==> src/rtl/cpu_sequencer_pkg.sv <==
// Shared definitions for the multi-cycle CPU sequencer: state codes, pc_sel codes,
// timeout timer width and the decoded-control bundle.
package cpu_sequencer_pkg;

  typedef enum logic [2:0] {
    S_IDLE   = 3'd0,
    S_FETCH  = 3'd1,
    S_DECODE = 3'd2,
    S_EXEC   = 3'd3,
    S_MEM    = 3'd4,
    S_WB     = 3'd5,
    S_HALT   = 3'd6,
    S_ERROR  = 3'd7
  } state_t;

  localparam logic [1:0] PC_INC  = 2'b00;
  localparam logic [1:0] PC_BR   = 2'b01;
  localparam logic [1:0] PC_JABS = 2'b10;
  localparam logic [1:0] PC_JREG = 2'b11;

  // Wide enough for any timeout in 1..255.
  localparam int TMR_W = 8;

  typedef struct packed {
    logic reg_write;
    logic mem_read;
    logic mem_write;
    logic branch_bneq;
    logic branch_bgtz;
    logic jump_abs;
    logic jump_reg;
    logic mtsr_write;
    logic halt;
  } ctrl_t;

  function automatic logic [1:0] pc_sel_f(input ctrl_t c, input logic ne, input logic gtz);
    logic taken;
    taken = (c.branch_bneq & ne) | (c.branch_bgtz & gtz);
    if (c.jump_reg)      return PC_JREG;
    else if (c.jump_abs) return PC_JABS;
    else if (taken)      return PC_BR;
    else                 return PC_INC;
  endfunction

endpackage

==> src/rtl/cpu_sequencer_timeout_timer.sv <==
// Bus-wait timer shared by the FETCH and MEM handshakes; expired flags the last
// permitted waiting cycle so the caller can still let a same-cycle ack win.
module seq_timeout_timer
  import cpu_sequencer_pkg::*;
#(
  parameter int TIMEOUT = 15
) (
  input  logic clk,
  input  logic rst_n,
  input  logic i_clear,
  input  logic i_count_en,
  output logic o_expired
);

  logic [TMR_W-1:0] r_cnt;

  always_ff @(posedge clk or negedge rst_n) begin
    if (!rst_n)          r_cnt <= '0;
    else if (i_clear)    r_cnt <= '0;
    else if (i_count_en) r_cnt <= r_cnt + 1'b1;
  end

  assign o_expired = i_count_en && (r_cnt == TMR_W'(TIMEOUT - 1));

endmodule

==> src/rtl/cpu_sequencer.sv <==
// Multi-cycle FETCH/DECODE/EXEC/MEM/WB sequencer with imem/dmem req/ack handshakes,
// bus timeout to a sticky ERROR state and a wrapping retired-instruction counter.
module cpu_sequencer
  import cpu_sequencer_pkg::*;
#(
  parameter int MEM_TIMEOUT = 15,
  parameter int CNT_W       = 16
) (
  input  logic             clk,
  input  logic             rst_n,
  input  logic             i_run,
  output logic             o_imem_req,
  input  logic             i_imem_ack,
  output logic             o_dmem_req,
  output logic             o_dmem_we,
  input  logic             i_dmem_ack,
  input  logic             i_reg_write,
  input  logic             i_mem_read,
  input  logic             i_mem_write,
  input  logic             i_branch_bneq,
  input  logic             i_branch_bgtz,
  input  logic             i_jump_abs,
  input  logic             i_jump_reg,
  input  logic             i_mtsr_write,
  input  logic             i_halt,
  input  logic             i_cond_ne,
  input  logic             i_cond_gtz,
  output logic             o_ir_en,
  output logic             o_pc_en,
  output logic [1:0]       o_pc_sel,
  output logic             o_rf_we,
  output logic             o_sr_we,
  output logic             o_halted,
  output logic             o_bus_err,
  output logic [CNT_W-1:0] o_instr_count,
  output logic [2:0]       o_state
);

  state_t           r_state;
  state_t           w_nxt;
  logic [CNT_W-1:0] r_cnt;
  logic             w_retire;
  logic             w_tmr_en;
  logic             w_tmr_exp;
  ctrl_t            w_c;

  assign w_c = '{reg_write: i_reg_write, mem_read: i_mem_read, mem_write: i_mem_write,
                 branch_bneq: i_branch_bneq, branch_bgtz: i_branch_bgtz,
                 jump_abs: i_jump_abs, jump_reg: i_jump_reg,
                 mtsr_write: i_mtsr_write, halt: i_halt};

  assign w_tmr_en = ((r_state == S_FETCH) && !i_imem_ack) ||
                    ((r_state == S_MEM)   && !i_dmem_ack);

  seq_timeout_timer #(.TIMEOUT(MEM_TIMEOUT)) u_tmr (
    .clk        (clk),
    .rst_n      (rst_n),
    .i_clear    (w_nxt != r_state),
    .i_count_en (w_tmr_en),
    .o_expired  (w_tmr_exp)
  );

  always_ff @(posedge clk or negedge rst_n) begin
    if (!rst_n) begin
      r_state <= S_IDLE;
      r_cnt   <= '0;
    end else begin
      r_state <= w_nxt;
      if (w_retire) r_cnt <= r_cnt + 1'b1;
    end
  end

  always_comb begin
    w_nxt      = r_state;
    w_retire   = 1'b0;
    o_imem_req = 1'b0;
    o_ir_en    = 1'b0;
    o_pc_en    = 1'b0;
    o_pc_sel   = PC_INC;
    o_dmem_req = 1'b0;
    o_dmem_we  = 1'b0;
    o_rf_we    = 1'b0;
    o_sr_we    = 1'b0;
    o_halted   = 1'b0;
    o_bus_err  = 1'b0;
    case (r_state)
      S_IDLE: if (i_run) w_nxt = S_FETCH;
      S_FETCH: begin
        o_imem_req = 1'b1;
        o_ir_en    = i_imem_ack;
        if (i_imem_ack)     w_nxt = S_DECODE;
        else if (w_tmr_exp) w_nxt = S_ERROR;
      end
      S_DECODE: w_nxt = w_c.halt ? S_HALT : S_EXEC;
      S_EXEC: begin
        o_pc_en  = 1'b1;
        o_pc_sel = pc_sel_f(w_c, i_cond_ne, i_cond_gtz);
        if (w_c.mem_read || w_c.mem_write)        w_nxt = S_MEM;
        else if (w_c.reg_write || w_c.mtsr_write) w_nxt = S_WB;
        else                                      w_retire = 1'b1;
      end
      S_MEM: begin
        o_dmem_req = 1'b1;
        o_dmem_we  = w_c.mem_write;
        if (i_dmem_ack) begin
          if (w_c.mem_read) w_nxt = S_WB;
          else              w_retire = 1'b1;
        end else if (w_tmr_exp) begin
          w_nxt = S_ERROR;
        end
      end
      S_WB: begin
        o_rf_we  = w_c.reg_write;
        o_sr_we  = w_c.mtsr_write;
        w_retire = 1'b1;
      end
      S_HALT: begin
        o_halted = 1'b1;
        if (!i_run) w_nxt = S_IDLE;
      end
      S_ERROR: o_bus_err = 1'b1;
      default: w_nxt = S_IDLE;
    endcase
    // Retire point: continue straight into the next fetch or park in IDLE.
    if (w_retire) w_nxt = i_run ? S_FETCH : S_IDLE;
  end

  assign o_instr_count = r_cnt;
  assign o_state       = r_state;

endmodule

==> config.mk <==
export PLATFORM = sky130hd
export DESIGN_NAME = cpu_sequencer
export DESIGN_NICKNAME = d
export VERILOG_FILES = /design/src/rtl/cpu_sequencer_pkg.sv /design/src/rtl/cpu_sequencer_timeout_timer.sv /design/src/rtl/cpu_sequencer.sv
export SDC_FILE = /design/constraint.sdc
export NUM_CORES = 1
export LEC_CHECK = 0
export ABC_AREA = 0
export CAP_MARGIN = 20
export CORE_MARGIN = 5
export CORE_UTILIZATION = 27
export CTS_CLUSTER_SIZE = 10
export DETAILED_ROUTE_END_ITERATION = 8
export GPL_TIMING_DRIVEN = 0
export PLACE_DENSITY = 0.49
export SYNTH_ARGS = -nofsm -noshare
export SYNTH_HDL_FRONTEND = slang
export SYNTH_SLANG_ARGS = --single-unit
==> constraint.sdc <==
create_clock -name clk -period 1.94 [get_ports clk]
set_input_delay 0.388 -clock clk [delete_from_list [all_inputs] [get_ports clk]]
set_output_delay 0.388 -clock clk [all_outputs]
set_load 0.02 [all_outputs]
Word level (Yosys, flattened, before mapping)
Index checks and enable logic that the tools add are counted.

Register bits: 27. Bits of input ports: 16.

Reductions and logical operators: 10. Equal/unequal tests: 9. Bitwise logic cells: 3. Add/sub/neg operators: 2. Multiplexer cells: 32.

Operators by type and width (count): $mux W3 (10); $pmux W3 S6 (1); $add A16 B1 Y16 const B (1); $mux W8 (2); $mux W1 (15); $eq A3 B3 Y1 const B (4); $add A8 B1 Y8 const B (1); $eq A8 B4 Y1 const B (1); $eq A3 B2 Y1 const B (2); $mux W2 (3); $eq A3 B1 Y1 const B (1); $logic_and A1 B1 Y1 (3); $logic_not A3 Y1 (1); $logic_or A1 B1 Y1 (3); $ne A3 B3 Y1 (1); $pmux W1 S3 (1); $and A1 B1 Y1 (2); $logic_not A1 Y1 (2); $reduce_bool A2 Y1 (1); $or A1 B1 Y1 (1).

Logic depth before layout (Yosys ltp)
Gate-level depths: netlist of run 1.

Word-level depth: 10. Depth in mapped cells: 7. Gate-level depth less buffers: 7.

Hierarchy
From an unflattened synthesis of run 1, not the netlist that was laid out.

Cell total of the unflattened synthesis: 171. Area total of the unflattened synthesis: 1589.0 µm².

Modules (own cells, without submodules): cpu_sequencer (area each 1178.6 µm², instances 1, cells an instance 130, seq. area each 475.5 µm²); seq_timeout_timer (area each 410.4 µm², instances 1, cells an instance 41, seq. area each 200.2 µm²).

Worst setup path after synthesis of run 1
Ideal clock, no wire load.

Path kind: register to register. Start: register r_state[2], in the netlist o_state[2]. End: register r_cnt[14], in the netlist o_instr_count[14]. Stages on the path, launching flop included: 6. Arrival: 2.017 ns. Path buffers: 0. Path slack: -0.207 ns. Clock period less this slack: 2.147 ns. Setup time: 0.130 ns. Cell sequence: dfrtp_1 and3b_1 nand2_2 a211o_1 or4b_4 xnor2_2.

Longest elaborated chain between the ends: 2. Elaborated cells on any way between the ends: 4. Classes of those cells: eq/ne: 3; mux: 1.

Ends and longest elaborated chain: start, declared (line cpu_sequencer.sv:39) `state_t r_state;`; start signal, assigned (line cpu_sequencer.sv:68) `r_state <= w_nxt;`; $eq A3 B3 Y1 or $eq A3 B2 Y1 (tied branches) (line cpu_sequencer.sv:86) `case (r_state)`; $pmux W1 S3 (*) (line cpu_sequencer.sv:86); end signal, assigned (line cpu_sequencer.sv:69) `if (w_retire) r_cnt <= r_cnt + 1'b1;`; end, declared (line cpu_sequencer.sv:41) `logic [CNT_W-1:0] r_cnt;`.

Every way passes the cells marked *; elsewhere a longest branch is shown, timed or not. A chain may end at the register's enable or synchronous reset.

Worst setup path in the final report of run 1
Start: input i_reg_write. End: register r_cnt[14], in the netlist o_instr_count[14].

Longest elaborated chain between the ends: 4.

Ends and longest elaborated chain: start, declared (line cpu_sequencer.sv:17) `input logic i_reg_write,`; $logic_or A1 B1 Y1 (line cpu_sequencer.sv:99) `else if (w_c.reg_write || w_c.mtsr_write) w_nxt = S_WB;`; $mux W1 (line cpu_sequencer.sv:99); $mux W1 (line cpu_sequencer.sv:98) `if (w_c.mem_read || w_c.mem_write) w_nxt = S_MEM;`; $pmux W1 S3 (line cpu_sequencer.sv:86).

No other way between the ends.

==> impl_metrics.json, run 1 <==
{
  "cp-start-kind": "input port",
  "synth_seq_cells": 27,
  "die_h_microns": 86.2,
  "worst_ep_required_time_ns": 2.09,
  "cts.path.max_buffers": 2,
  "io_buffer_count": 45,
  "synthesis.nets": 184,
  "ant_nets": 0,
  "max_clock_freq_ghz": 0.519,
  "hold_viol": 0,
  "ir_drop_mv": 0.527,
  "layout-drive-gt1-share": 0.211,
  "cts_root_buf": "clkbuf_8",
  "overflow": 0,
  "drt_iter0_drc": 46,
  "fin_skew_ns": 0.00376,
  "yosysUniqueCellTypes": 44,
  "synth_xor_area_frac": 0.128,
  "cts_sinks": 27,
  "dp_hpwl_microns": 2940,
  "synth_top_family_by_area": "simple AND/OR/NAND/NOR gates",
  "slew_viol_final": 0,
  "grt_max_degree": 16,
  "ys_warn_count": 0,
  "synth.most_common_cell": "dfrtp_1",
  "syn_avg_cell_area_sq_um": 9.50,
  "ys.flop_type": "dfrtp_1",
  "tightest_slew_ns": 0.695,
  "synthTopCellsByCount": "dfrtp_1 (27), nor2_1 (20), xor2_1 (14), nand2_1 (8)",
  "fin_cells": 295,
  "cap_violations": 0,
  "antenna_found_initial": 0,
  "maxSlewHeadroom": 0.535,
  "setup_violations": 0,
  "synth-edff-count": 0,
  "io_pins": 46,
  "rsz0062_at_grt": "yes",
  "antennaDiodeCount": 0,
  "gpl.final_weighted_congestion": 0.766,
  "leakagePower_nw": 1.03,
  "slowest_delay_ns": 0.49,
  "vias": 1413,
  "netlist_instances": 165,
  "cts_buffers": 3,
  "grt_pass1_wl_microns": 6500,
  "status": "finished clean",
  "timing.final.crit_share": 0.993,
  "cts_tree": "yes",
  "initial_utilization": 0.281,
  "die_w_microns": 86.2,
  "grt_pass1_vias": 1353,
  "cp_max_fo": 2,
  "drtPass1Iterations": 4,
  "worstSkewPairLatency_ns": 0.26,
  "fin_tns_setup_ns": 0,
  "synthAdderAreaFrac": 0.0239,
  "synth_compound_area_frac": 0.105,
  "ys_top_cells_by_area": "dfrtp_1 (43%), xor2_1 (7.8%), nor2_1 (4.8%), xnor2_1 (3.9%), and3_1 (2.8%)",
  "synth.largest_area_cell": "dfrtp_1",
  "netlist_area_sq_um": 1570,
  "crit_family": "simple AND/OR/NAND/NOR gates",
  "viasPerCell": 4.79,
  "grt_usage": 0.106,
  "synthArstFlopShare": 1.00,
  "rows": 27,
  "drc": 0,
  "synthMuxAreaShare": 0.00718,
  "synth_top_cell_area_share": 0.431,
  "fin_crit_ns": 1.93,
  "die_area_sq_um": 7430,
  "fin_nets": 243,
  "power_density_nw_per_um2": 1180,
  "synth-simple-area-share": 0.282,
  "cts.clk_slew.worst_paths_ns": 0.08,
  "h-tree-depth": 1,
  "hold_class": "reg2reg",
  "crit_slowest_cell": "or4b_4",
  "worstSetupEndpointType": "flop",
  "total_power_w": 0.00277,
  "wl_microns": 3980,
  "crit_type": "in2reg",
  "area_growth_pct": 49.1,
  "fillers": 556,
  "wire_per_inst_microns": 13.5,
  "crit_chain": "dlygate4sd2_1 -> nor4_4 -> nand2_2 -> a211o_4 -> or4b_4 -> xnor2_2",
  "cp.buffers_inverters": 1,
  "core-area_sq_um": 5570,
  "arrival_ns": 2.08,
  "synth_seq_area_share": 0.431,
  "place_inst": 283
}
worst paths after layout:
path | depth (start not counted) | slack, ns | startpoint | end
hold / removal | 1 | 0.47 | o_instr_count[15]$_DFFE_PN0P_ | o_instr_count[15]$_DFFE_PN0P_
min in group asynchronous | 1 | 0.54 | rst_n | o_instr_count[9]$_DFFE_PN0P_
hold reg to reg | 1 | 0.47 | o_instr_count[15]$_DFFE_PN0P_ | o_instr_count[15]$_DFFE_PN0P_
setup reg to reg | 6 | 0.04 | o_state[2]$_DFF_PN0_ | o_instr_count[14]$_DFFE_PN0P_
setup / recovery | 6 | 0.01 | i_reg_write | o_instr_count[14]$_DFFE_PN0P_
max in group asynchronous | 2 | 0.88 | rst_n | o_state[0]$_DFF_PN0_
cells in the final DEF (no fill, tap or decap), drive strengths merged, types with 2 or more instances in the layout:
| cell | synthesis | layout |
|---|---|---|
| a211oi | 3 | 3 |
| a21oi | 5 | 5 |
| and3 | 7 | 7 |
| and3b | 2 | 2 |
| buf | 1 | 14 |
| clkbuf | 2 | 7 |
| clkdlybuf4s15 | 0 | 3 |
| clkdlybuf4s50 | 0 | 29 |
| dfrtp | 27 | 27 |
| dlygate4sd2 | 0 | 8 |
| ha | 3 | 3 |
| inv | 7 | 7 |
| nand2 | 9 | 9 |
| nand2b | 3 | 3 |
| nand3 | 6 | 6 |
| nand4 | 6 | 6 |
| nor2 | 20 | 20 |
| nor2b | 4 | 4 |
| nor3 | 7 | 7 |
| nor3b | 2 | 2 |
| nor4 | 3 | 3 |
| o21a | 2 | 2 |
| o21ai | 4 | 4 |
| o31ai | 2 | 2 |
| or3 | 2 | 2 |
| or3b | 2 | 2 |
| xnor2 | 8 | 8 |
| xor2 | 14 | 14 |
layer usage:
metal / GRT usage / wire length, microns
met1: 0.140 / 1800
met2: 0.177 / 1950
met3: 0.0247 / 175
met4: 0.0255 / 44
met5: 0 / 0
registers in the layout, summed over array words and instances (netlist names):
signal	cells
o_instr_count	16
u_tmr.r_cnt	8
o_state	3
stage by stage:
step | instance area, sq um | setup WS [ns] | hold slack [ns] | util
2_1_floorplan | 1570 | -0.0171 | 0.0924 | -
3_3_place_gp | 2110 | -0.737 | 0.460 | 0.379
3_5_place_dp | 2140 | -0.678 | 0.467 | 0.384
6_report | 2340 | 0.0127 | 0.470 | 0.419
5_1_grt | 2340 | -0.0302 | 0.492 | 0.419
4_1_cts | 2290 | 0.0124 | 0.479 | 0.411
what timing repair did:
action | 4_1_cts | 5_1_grt
resized for setup | 46 | 16
pin swaps | 4 | 4
buffers inserted | 5 | 3
setup endpoints to repair | 25 | 16
hold buffers | 0 | 0
endpoints found under the hold margin | 0 | 0
final cells by class:
type	count	area, sq um	share of cell area
multi-input combinational	128	968	0.414
sequential	27	679	0.291
timing repair buffer	54	505	0.216
tap	72	90.1	0.0385
clock buffer	4	45.0	0.0193
inverter	7	26.3	0.0112
buffer	3	22.5	0.00964
power breakdown:
part | switching, W | internal (W)
registers | 0.000168 | 0.000684
clock network | 0.000161 | 0.000147
logic | 0.000877 | 0.000733
kinds of logic after synthesis:
kind of cell / after synthesis
muxes: 1
DFF: 27
and+or+nand+nor: 78
buffers and inverters: 10
xor gates and xnor gates: 22
adders and majority gates: 3
AOI/OAI and AO/OA: 24
Note: power is estimated with default switching activity, not from simulation.
==> run 2: changes to the inputs <==
Settings changed: CORE_MARGIN 5 to unset, TNS_END_PERCENT set to 10.
==> run 2 against run 1 <==
Critical path depth decreased by 1. Flip-flop and latch count unchanged. Hold slack improved by 0.0066 ns. Core utilization decreased by 0.061 points. Register-to-register slack got worse by 0.04 ns. Die area decreased by 18%. Critical path type is now reg2reg. Cell count increased by 0.34%. Cell area decreased by 0.75%. Power about the same. Non-clock buffer count increased by 1.
==> impl_metrics.json, run 2 (synthesized netlist as in run 1, its figures left out) <==
{
  "status": "finished clean",
  "cts_buffers": 3,
  "grt_pass1_vias": 1339,
  "overflow": 0,
  "rr_endpoint": "o_instr_count[14]$_DFFE_PN0P_",
  "initial_utilization": 0.283,
  "hold_class": "reg2reg",
  "worstSkewPairLatency_ns": 0.27,
  "crit_type": "reg2reg",
  "tightest_slew_ns": 0.642,
  "dp_hpwl_microns": 2910,
  "rsz0062_at_grt": "yes",
  "cts_sinks": 27,
  "rows": 27,
  "wire_per_inst_microns": 13.6,
  "worst_ep_required_time_ns": 2.10,
  "io_buffer_count": 45,
  "final_cell_mix": "clkdlybuf4s50_1 (29), dfrtp_1 (24), nor2_1 (19)",
  "postLayoutCoreUtil": 0.419,
  "cts_root_buf": "clkbuf_8",
  "worstHoldStart": "o_instr_count[15]$_DFFE_PN0P_",
  "layout-drive-gt1-share": 0.201,
  "pwr-share-clk": 0.115,
  "arrival_ns": 2.10,
  "die_w_microns": 78.2,
  "gpl.final_weighted_congestion": 0.747,
  "place_inst": 283,
  "crit-reg2reg-launch": "o_state[2]$_DFF_PN0_",
  "setup_violations": 0,
  "cp-start-kind": "flop",
  "dpl_cell_area_sq_um": 2140,
  "drc": 0,
  "cts.clk_slew.worst_paths_ns": 0.09,
  "holdBufCountCts": 0,
  "min_to": "o_instr_count[15]$_DFFE_PN0P_",
  "hold_viol": 0,
  "fin_nets": 244,
  "hold_path_depth": 1,
  "worstSetupEndpointType": "flop",
  "die_area_sq_um": 6120,
  "grt_pass1_wl_microns": 6490,
  "fin_skew_ns": 0.00259,
  "grt_max_degree": 17,
  "viasPerCell": 4.80,
  "die_h_microns": 78.2,
  "fin_cells": 296,
  "largest_reg_flops": 16,
  "maxSlewHeadroom": 0.571,
  "timing.final.crit_share": 0.999,
  "max_clock_freq_ghz": 0.516,
  "io_pins": 46,
  "grt_usage": 0.133,
  "drtPass1Iterations": 4,
  "antenna_found_initial": 0,
  "p_seq_frac": 0.305,
  "ir_drop_mv": 0.432,
  "area_growth_pct": 48.0,
  "cap_violations": 0,
  "slew_viol_final": 0,
  "swShare": 0.436,
  "h-tree-depth": 1,
  "hold_ws_ns": 0.476,
  "cts.path.max_buffers": 2,
  "antennaDiodeCount": 0,
  "reg2reg_setup_slack_ns": 0.002,
  "fin_crit_ns": 1.94,
  "rr_worst_depth": 5,
  "intPower_w": 0.00156,
  "power_density_nw_per_um2": 1190,
  "leakagePower_nw": 1.07,
  "final_area_sq_um": 2320,
  "drt_iter0_drc": 60,
  "p_sw_w": 0.00121,
  "cts_tree": "yes",
  "cp_max_fo": 6,
  "ant_nets": 0,
  "core-area_sq_um": 5540,
  "vias": 1420,
  "wl_microns": 4020,
  "p_comb_frac": 0.580,
  "layout_commonest_cell": "clkdlybuf4s50_1"
}
==> run 2: cell types whose count changed in the layout (fill, tap and decap cells not counted), moves of 2 or more <==
cell,previous run,this run
dlygate4sd2_1,8,5
dlymetal6s2s_1,0,3
clkdlybuf4s15_2,2,0
clkbuf_2,2,5
==> run 2: per-layer routing <==
metal / up-vias / wire length (microns) / global-route usage
met1: 690 / 1910 / 0.176
li1: 698 / - / -
met2: 30 / 1910 / 0.225
met3: 2 / 184 / 0.0302
met5: - / 0 / 0
met4: 0 / 20 / 0.0222
==> run 2: power groups by stage <==
| stage | combinational [W] | sequential, W | clock, W |
|---|---|---|---|
| finish | 0.00160 | 0.000844 | 0.000320 |
| global placement | 0.00135 | 0.000863 | 0 |
| global route | 0.00172 | 0.000867 | 0.000364 |
| floorplan | 0.000701 | 0.000936 | 0 |
| CTS | 0.00145 | 0.000852 | 0.000338 |
| detailed placement | 0.00136 | 0.000861 | 0 |
==> run 2: through the flow <==
step | power [W] | TNS [ns] | worst slack, ns
after floorplan | 0.00164 | -0.0171 | -0.0171
after global placement | 0.00221 | -10.62 | -0.783
after detailed placement | 0.00222 | -9.83 | -0.708
after CTS | 0.00264 | -0.406 | -0.219
after global routing | 0.00295 | -0.229 | -0.0562
final | 0.00277 | 0 | 0.00154
==> run 2: worst max path at each step <==
stage                          startpoint  slack, ns                            end  cells after the start
2_1_floorplan        o_state[2]$_DFF_PN0_      -0.02  o_instr_count[14]$_DFFE_PN0P_                      5
3_3_place_gp                   i_mem_read      -0.78     u_tmr.r_cnt[1]$_DFFE_PN0P_                      6
3_5_place_dp                   i_mem_read      -0.71     u_tmr.r_cnt[1]$_DFFE_PN0P_                      6
4_1_cts                       i_reg_write      -0.22  o_instr_count[14]$_DFFE_PN0P_                      6
5_1_grt        u_tmr.r_cnt[0]$_DFFE_PN0P_      -0.06     u_tmr.r_cnt[1]$_DFFE_PN0P_                      8
6_report             o_state[2]$_DFF_PN0_      0.002  o_instr_count[14]$_DFFE_PN0P_                      5
==> run 2: layout make-up <==
| class | instances | area [sq um] |
|---|---|---|
| Clock buffer | 4 | 45.0 |
| Buffer | 3 | 26.3 |
| Timing Repair Buffer | 55 | 512 |
| Fill cell | 559 | 3220 |
| Multi-Input combinational cell | 128 | 941 |
| Tap cell | 72 | 90.1 |
| Sequential cell | 27 | 679 |
| Inverter | 7 | 26.3 |
==> run 2: worst max-delay path, cell delays in order (launching register included) <==
cell and delay, ns:
dfrtp_2 0.45, and3b_2 0.30, nand2_4 0.07, a211o_4 0.37
or4b_4 0.50, xnor2_2 0.14
==> run 2: timing repair <==
item	CTS	global route
endpoints found under the hold margin	0	0
gates cloned	0	0
setup buffers	2	7
pin swaps	2	5
gates resized for setup	35	20
endpoints found under the setup margin	23	21
